--- src/rtl/serial_add_pkg.sv ---
// Shared types and constants for the bit-serial adder arbiter.
package serial_add_pkg;

    typedef enum logic [1:0] {
        S_IDLE = 2'd0,
        S_RUN  = 2'd1,
        S_DONE = 2'd2
    } state_t;

    localparam logic ID_REQ0 = 1'b0;
    localparam logic ID_REQ1 = 1'b1;

endpackage

--- src/rtl/serial_add_arbiter_if.sv ---
// Request/result bundle between two requesters, a result consumer and the shared adder.
interface serial_add_arbiter_if #(
    parameter int WIDTH = 8
);
    logic             req0_valid;
    logic             req0_ready;
    logic [WIDTH-1:0] req0_a;
    logic [WIDTH-1:0] req0_b;
    logic             req1_valid;
    logic             req1_ready;
    logic [WIDTH-1:0] req1_a;
    logic [WIDTH-1:0] req1_b;
    logic             res_valid;
    logic             res_ready;
    logic [WIDTH-1:0] res_sum;
    logic             res_cout;
    logic             res_id;

    modport slave (
        input  req0_valid, req0_a, req0_b,
        input  req1_valid, req1_a, req1_b,
        input  res_ready,
        output req0_ready, req1_ready,
        output res_valid, res_sum, res_cout, res_id
    );

    modport master (
        output req0_valid, req0_a, req0_b,
        output req1_valid, req1_a, req1_b,
        output res_ready,
        input  req0_ready, req1_ready,
        input  res_valid, res_sum, res_cout, res_id
    );

endinterface

--- src/rtl/fa_from_ha.sv ---
// One-bit full adder assembled from two half adders; the only arithmetic in the shared datapath.
module ha2 (
    input  logic a,
    input  logic b,
    output logic s,
    output logic c
);
    assign s = a ^ b;
    assign c = a & b;
endmodule

module fa_from_ha (
    input  logic a,
    input  logic b,
    input  logic cin,
    output logic sum,
    output logic cout
);
    logic s1;
    logic c1;
    logic c2;

    ha2 u_ha_ab  (.a(a),  .b(b),   .s(s1),  .c(c1));
    ha2 u_ha_cin (.a(s1), .b(cin), .s(sum), .c(c2));

    assign cout = c1 | c2;
endmodule

--- src/rtl/serial_add_arbiter.sv ---
// Round-robin arbiter feeding two requesters into one LSB-first bit-serial adder.
//   state  | meaning
//   IDLE   | waiting for a request; grant issued combinationally
//   RUN    | adding one bit per cycle, WIDTH cycles
//   DONE   | result presented until the consumer takes it
module serial_add_arbiter
    import serial_add_pkg::*;
#(
    parameter int WIDTH = 8
) (
    input  logic                 clk,
    input  logic                 reset,
    serial_add_arbiter_if.slave  bus
);
    localparam int CW = $clog2(WIDTH + 1);
    localparam logic [CW-1:0] LAST_BIT = CW'(WIDTH - 1);

    state_t           state_q, state_d;
    logic             last_grant_q, last_grant_d;
    logic [WIDTH-1:0] a_sh_q, a_sh_d;
    logic [WIDTH-1:0] b_sh_q, b_sh_d;
    logic [WIDTH-1:0] sum_sh_q, sum_sh_d;
    logic             carry_q, carry_d;
    logic [CW-1:0]    cnt_q, cnt_d;
    logic [WIDTH-1:0] res_sum_q, res_sum_d;
    logic             res_cout_q, res_cout_d;
    logic             res_id_q, res_id_d;

    logic grant;
    logic accept;
    logic fa_s;
    logic fa_c;

    // With both requesters valid the one not served last wins.
    assign grant = (bus.req0_valid && !(bus.req1_valid && last_grant_q == ID_REQ0))
                   ? ID_REQ0 : ID_REQ1;

    assign bus.req0_ready = (state_q == S_IDLE) && !reset && bus.req0_valid && (grant == ID_REQ0);
    assign bus.req1_ready = (state_q == S_IDLE) && !reset && bus.req1_valid && (grant == ID_REQ1);
    assign accept         = bus.req0_ready || bus.req1_ready;

    fa_from_ha u_fa (
        .a    (a_sh_q[0]),
        .b    (b_sh_q[0]),
        .cin  (carry_q),
        .sum  (fa_s),
        .cout (fa_c)
    );

    always_comb begin
        state_d      = state_q;
        last_grant_d = last_grant_q;
        a_sh_d       = a_sh_q;
        b_sh_d       = b_sh_q;
        sum_sh_d     = sum_sh_q;
        carry_d      = carry_q;
        cnt_d        = cnt_q;
        res_sum_d    = res_sum_q;
        res_cout_d   = res_cout_q;
        res_id_d     = res_id_q;
        unique case (state_q)
            S_IDLE: begin
                if (accept) begin
                    state_d      = S_RUN;
                    a_sh_d       = (grant == ID_REQ1) ? bus.req1_a : bus.req0_a;
                    b_sh_d       = (grant == ID_REQ1) ? bus.req1_b : bus.req0_b;
                    sum_sh_d     = '0;
                    carry_d      = 1'b0;
                    cnt_d        = '0;
                    res_id_d     = grant;
                    last_grant_d = grant;
                end
            end
            S_RUN: begin
                a_sh_d   = a_sh_q >> 1;
                b_sh_d   = b_sh_q >> 1;
                sum_sh_d = (sum_sh_q >> 1) | (WIDTH'(fa_s) << (WIDTH - 1));
                carry_d  = fa_c;
                cnt_d    = cnt_q + CW'(1);
                if (cnt_q == LAST_BIT) begin
                    state_d    = S_DONE;
                    res_sum_d  = sum_sh_d;
                    res_cout_d = fa_c;
                end
            end
            S_DONE: begin
                if (bus.res_ready) begin
                    state_d = S_IDLE;
                end
            end
            default: state_d = S_IDLE;
        endcase
    end

    always_ff @(posedge clk) begin
        if (reset) begin
            state_q      <= S_IDLE;
            last_grant_q <= ID_REQ1;
            a_sh_q       <= '0;
            b_sh_q       <= '0;
            sum_sh_q     <= '0;
            carry_q      <= 1'b0;
            cnt_q        <= '0;
            res_sum_q    <= '0;
            res_cout_q   <= 1'b0;
            res_id_q     <= ID_REQ0;
        end else begin
            state_q      <= state_d;
            last_grant_q <= last_grant_d;
            a_sh_q       <= a_sh_d;
            b_sh_q       <= b_sh_d;
            sum_sh_q     <= sum_sh_d;
            carry_q      <= carry_d;
            cnt_q        <= cnt_d;
            res_sum_q    <= res_sum_d;
            res_cout_q   <= res_cout_d;
            res_id_q     <= res_id_d;
        end
    end

    assign bus.res_valid = (state_q == S_DONE);
    assign bus.res_sum   = res_sum_q;
    assign bus.res_cout  = res_cout_q;
    assign bus.res_id    = res_id_q;

endmodule
--- src/flat_wrapper.sv ---
// flat-port wrapper written by rule: the top's interface ports become plain ports
module serial_add_arbiter_flat import serial_add_pkg::*;
#(
    parameter int WIDTH = 8
)
  (clk, reset, bus_req0_valid, bus_req0_a, bus_req0_b, bus_req1_valid, bus_req1_a, bus_req1_b, bus_res_ready, bus_req0_ready, bus_req1_ready, bus_res_valid, bus_res_sum, bus_res_cout, bus_res_id);
  serial_add_arbiter_if #(.WIDTH(WIDTH)) bus_i ();
  input  logic clk;
  input  logic reset;
  input wire logic [$bits(bus_i.req0_valid)-1:0] bus_req0_valid;
  input wire logic [$bits(bus_i.req0_a)-1:0] bus_req0_a;
  input wire logic [$bits(bus_i.req0_b)-1:0] bus_req0_b;
  input wire logic [$bits(bus_i.req1_valid)-1:0] bus_req1_valid;
  input wire logic [$bits(bus_i.req1_a)-1:0] bus_req1_a;
  input wire logic [$bits(bus_i.req1_b)-1:0] bus_req1_b;
  input wire logic [$bits(bus_i.res_ready)-1:0] bus_res_ready;
  output wire logic [$bits(bus_i.req0_ready)-1:0] bus_req0_ready;
  output wire logic [$bits(bus_i.req1_ready)-1:0] bus_req1_ready;
  output wire logic [$bits(bus_i.res_valid)-1:0] bus_res_valid;
  output wire logic [$bits(bus_i.res_sum)-1:0] bus_res_sum;
  output wire logic [$bits(bus_i.res_cout)-1:0] bus_res_cout;
  output wire logic [$bits(bus_i.res_id)-1:0] bus_res_id;
  assign bus_i.req0_valid = bus_req0_valid;
  assign bus_i.req0_a = bus_req0_a;
  assign bus_i.req0_b = bus_req0_b;
  assign bus_i.req1_valid = bus_req1_valid;
  assign bus_i.req1_a = bus_req1_a;
  assign bus_i.req1_b = bus_req1_b;
  assign bus_i.res_ready = bus_res_ready;
  assign bus_req0_ready = bus_i.req0_ready;
  assign bus_req1_ready = bus_i.req1_ready;
  assign bus_res_valid = bus_i.res_valid;
  assign bus_res_sum = bus_i.res_sum;
  assign bus_res_cout = bus_i.res_cout;
  assign bus_res_id = bus_i.res_id;
  serial_add_arbiter #(.WIDTH(WIDTH)) u_core (.clk(clk), .reset(reset), .bus(bus_i));
endmodule
--- config.mk ---
export PLATFORM = sky130hd
export DESIGN_NAME = serial_add_arbiter_flat
export DESIGN_NICKNAME = d
export VERILOG_FILES = /design/src/rtl/serial_add_pkg.sv /design/src/rtl/serial_add_arbiter_if.sv /design/src/rtl/fa_from_ha.sv /design/src/rtl/serial_add_arbiter.sv /design/src/flat_wrapper.sv
export SDC_FILE = /design/constraint.sdc
export NUM_CORES = 1
export LEC_CHECK = 0
export ABC_AREA = 1
export BUFFER_PORTS_ARGS = -buffer_cell sky130_fd_sc_hd__buf_2
export CAP_MARGIN = 15
export CORE_AREA = 3 3 67 63
export CTS_BUF_LIST = sky130_fd_sc_hd__clkbuf_8
export DETAILED_ROUTE_END_ITERATION = 10
export DIE_AREA = 0 0 70 66
export PLACE_DENSITY = 0.89
export RECOVER_POWER = 25
export SYNTH_ARGS = -nofsm -noshare
export SYNTH_HDL_FRONTEND = slang
export SYNTH_SLANG_ARGS = --single-unit
--- constraint.sdc ---
create_clock -name clk -period 1.9 [get_ports clk]
set_input_delay 0.095 -clock clk [delete_from_list [all_inputs] [get_ports clk]]
set_output_delay 0.095 -clock clk [all_outputs]
set_load 0.05 [all_outputs]
==> reports/metrics.yaml <==
cts:
  ctsResizeCount: 0
  holdBufCountCts: 0
  clockRootBuffer: "clkbuf_8"
  clk_pin_slew_worst_paths_ns: 0.07
  clock_path_buffers: 2
  cts_setup_buffers: 0
  clock_sinks: 41
  cts_buffers: 5
  cts_tree: "yes"
  clock_latency_ns: 0.29
  htreeDepth: 2
routing:
  vias: 1943
  vias_per_cell: 4.94
  first_iter_violations: 125
  drc: 0
  routedWlPerCell_um: 11.3
  firstDrtPassIters: 4
  wirelength_mm: 4.45
  antenna_left: 0
yosys:
  yosys_warnings: 0
  ys.flop_type: "dfxtp_1"
  ys_ff_latch: 41
  syn_inst: 303
  netlist_area_um2: 2070
  synth_edf_count: 0
  synth_nets: 342
  yosysSeqAreaShare_pct: 39.6
  syn_area_per_cell_um2: 6.84
  postSynth.asyncResetShare_pct: 0
  yosysUniqueCellTypes: 23
run:
  cap_violations: 0
timing:
  rsz0062_at_grt: "no"
  finClkSkew_ns: 0.00418
  fin_crit_sh_pct: 90.0
  fin_crit_ns: 1.71
  fin_ws_ns: 0.189
  setup_tns_ns: 0
  clock.fmax_mhz: 585
  holdWs_ns: 0.0937
  finalHoldViolCount: 0
  finalMaxSlewViolations: 0
  final-setup-viol-count: 0
  worstMarginPinSlew_ns: 0.607
  slew-limit-headroom_pct: 59.7
die:
  die_h_um: 66
  die-area_um2: 4620
  die_w_um: 70
  core_um2: 3630
  pin_count: 50
  fp-row-count: 21
  start_util_pct: 57.2
run_status:
  status: "complete, no violations"
global_routing:
  antenna_found_initial: 0
  grt_pass1_wl_mm: 7.64
  grt_start_max_net_pins: 19
  grt_use_total_pct: 20.4
  overflow: 0
  grt_pass1_vias: 1784
worst_setup_path:
  cp-end-kind: "primary output"
  cpPeakStageDelay_ns: 0.32
  cp_common_cell: "inv_1"
  crit_fanout: 18
  cp.arrival_ns: 1.62
  setup.worst_path.end: "bus_req1_ready"
  reg2reg_depth: 7
  critical_path_depth: 6
  critPathBufInv: 3
  critPathKind: "flip-flop to primary output"
  critPathSlowestCell: "dfxtp_1"
  crit_family: "simple AND/OR/NAND/NOR gates"
  crit_path_start_kind: "flip-flop"
  worstReg2RegEnd: "u_core.b_sh_q[1]$_SDFFE_PP0P_"
  crit_chain: "inv_1 > nand2_2 > nand2_4 > nand4_1 > inv_1 > buf_2"
  required_ns: 1.80
  rrSetupSlack_ns: 0.20
  crit_start: "u_core.last_grant_q$_SDFFE_PP1P_"
  reg2reg_from: "u_core.state_q[0]$_SDFFE_PP0P_"
pwr:
  power.density_nw_per_um2: 840
  vdd_ir_drop_max_mv: 0.632
  finalPower_w: 0.00200
  leakage_nw: 1.18
placement:
  place_congestion: 0.764
  portBuffers: 49
  dp_hpwl_mm: 3.18
  post-place-ws_ns: 0.480
  placed_area_um2: 2290
layout:
  diodes: 0
  drive_gt1_share_pct: 20.5
  area_growth_pct: 14.7
  fin_nets: 385
  finalInstanceArea_um2: 2380
min_path:
  hold_class: "primary input to flip-flop"
==> per-layer routing <==
metal  track usage [%]  part of all wire, %  up-vias
met5                 0                    0        -
met4              6.46                  1.4        0
met3              4.26                  5.6        9
met2              36.8                   47       47
met1              24.2                   46      848
li1                  -                    -     1039
==> per-stage QoR <==
step | util, % | cells
after CTS | 66.4 | 393
after global placement | 63.1 | 385
after floorplan | - | 303
after global routing | 65.6 | 393
after detailed placement | 63.1 | 385
final | 65.6 | 393
==> layout make-up <==
cell class	instances	area [um^2]
fill	312	1250
multi-input combinational	215	1000
sequential	41	821
timing repair buffer	54	270
inverter	29	109
clock buffer	6	82.6
tap	46	57.6
clock inverter	2	33.8
==> cells by family (layout without fill, tap and decap cells) <==
family	Yosys count	after routing	share of synthesized area, %
adder cells (fa/ha/maj)	2	2	1.57
buffers and inverters	47	91	11.5
AND/OR/NAND/NOR	168	168	34.5
flip-flops	41	41	39.6
AO/OA/AOI/OAI	45	45	12.9
==> synth_stat cells (all sizes together) (3+ instances only) <==
cell type / number / area [um^2]
nand3: 33 / 165
buf: 15 / 119
o21ai: 13 / 68.8
nand2: 109 / 429
dfxtp: 41 / 821
clkbuf: 3 / 11.3
inv: 29 / 109
a21oi: 32 / 198
nor2: 24 / 108
==> report_power, final <==
part,internal [W],total [W],switching (W)
combinational,0.000130,0.000360,0.000230
clock,0.000423,0.000708,0.000286
sequential,0.000907,0.000928,0.0000211
total,0.00146,0.00200,0.000536
==> worst reg2reg max path: stages (launching register included) <==
cell and delay [ns]:
dfxtp_1 0.36, nor2_1 0.24, o21ai_2 0.08, nand2_1 0.39, buf_4 0.32, nand2_1 0.08
nand2_1 0.08, a21oi_2 0.04
==> worst min path at each step <==
stage | start | end | slack (ns) | cells after the start
after CTS | bus_res_ready | u_core.state_q[1]$_SDFFE_PP0P_ | 0.09 | 4
after global placement | bus_res_ready | u_core.state_q[1]$_SDFFE_PP0P_ | 0.39 | 4
final | bus_res_ready | u_core.state_q[1]$_SDFFE_PP0P_ | 0.09 | 4
after detailed placement | bus_res_ready | u_core.state_q[1]$_SDFFE_PP0P_ | 0.40 | 4
after global routing | bus_res_ready | u_core.state_q[1]$_SDFFE_PP0P_ | 0.11 | 4
after floorplan | bus_res_ready | u_core.state_q[1]$_SDFFE_PP0P_ | 0.27 | 3
==> flip-flops by register name, summed over array words and instances, names as in the netlist, 2 cells and up <==
signal,count
u_core.state_q,2
u_core.b_sh_q,8
u_core.cnt_q,4
u_core.bus.res_sum,8
u_core.a_sh_q,8
u_core.sum_sh_q,7
==> layout by cell type (no fill, tap or decap) <==
master / n
nor4_2: 1
o21ai_1: 1
o21ai_2: 1
nand2_4: 1
nor2_2: 1
nor2_1: 22
nand3_1: 33
dfxtp_1: 41
nand4_1: 1
inv_2: 3
clkbuf_8: 6
bufinv_16: 1
a21oi_2: 10
clkbuf_1: 10
ha_1: 1
o21ai_0: 11
a21oi_1: 22
nand2_1: 106
buf_4: 5
nor2_4: 1
buf_2: 39
nand2_2: 2
fa_1: 1
inv_1: 27
No activity file was read; power rests on OpenSTA's default activity.
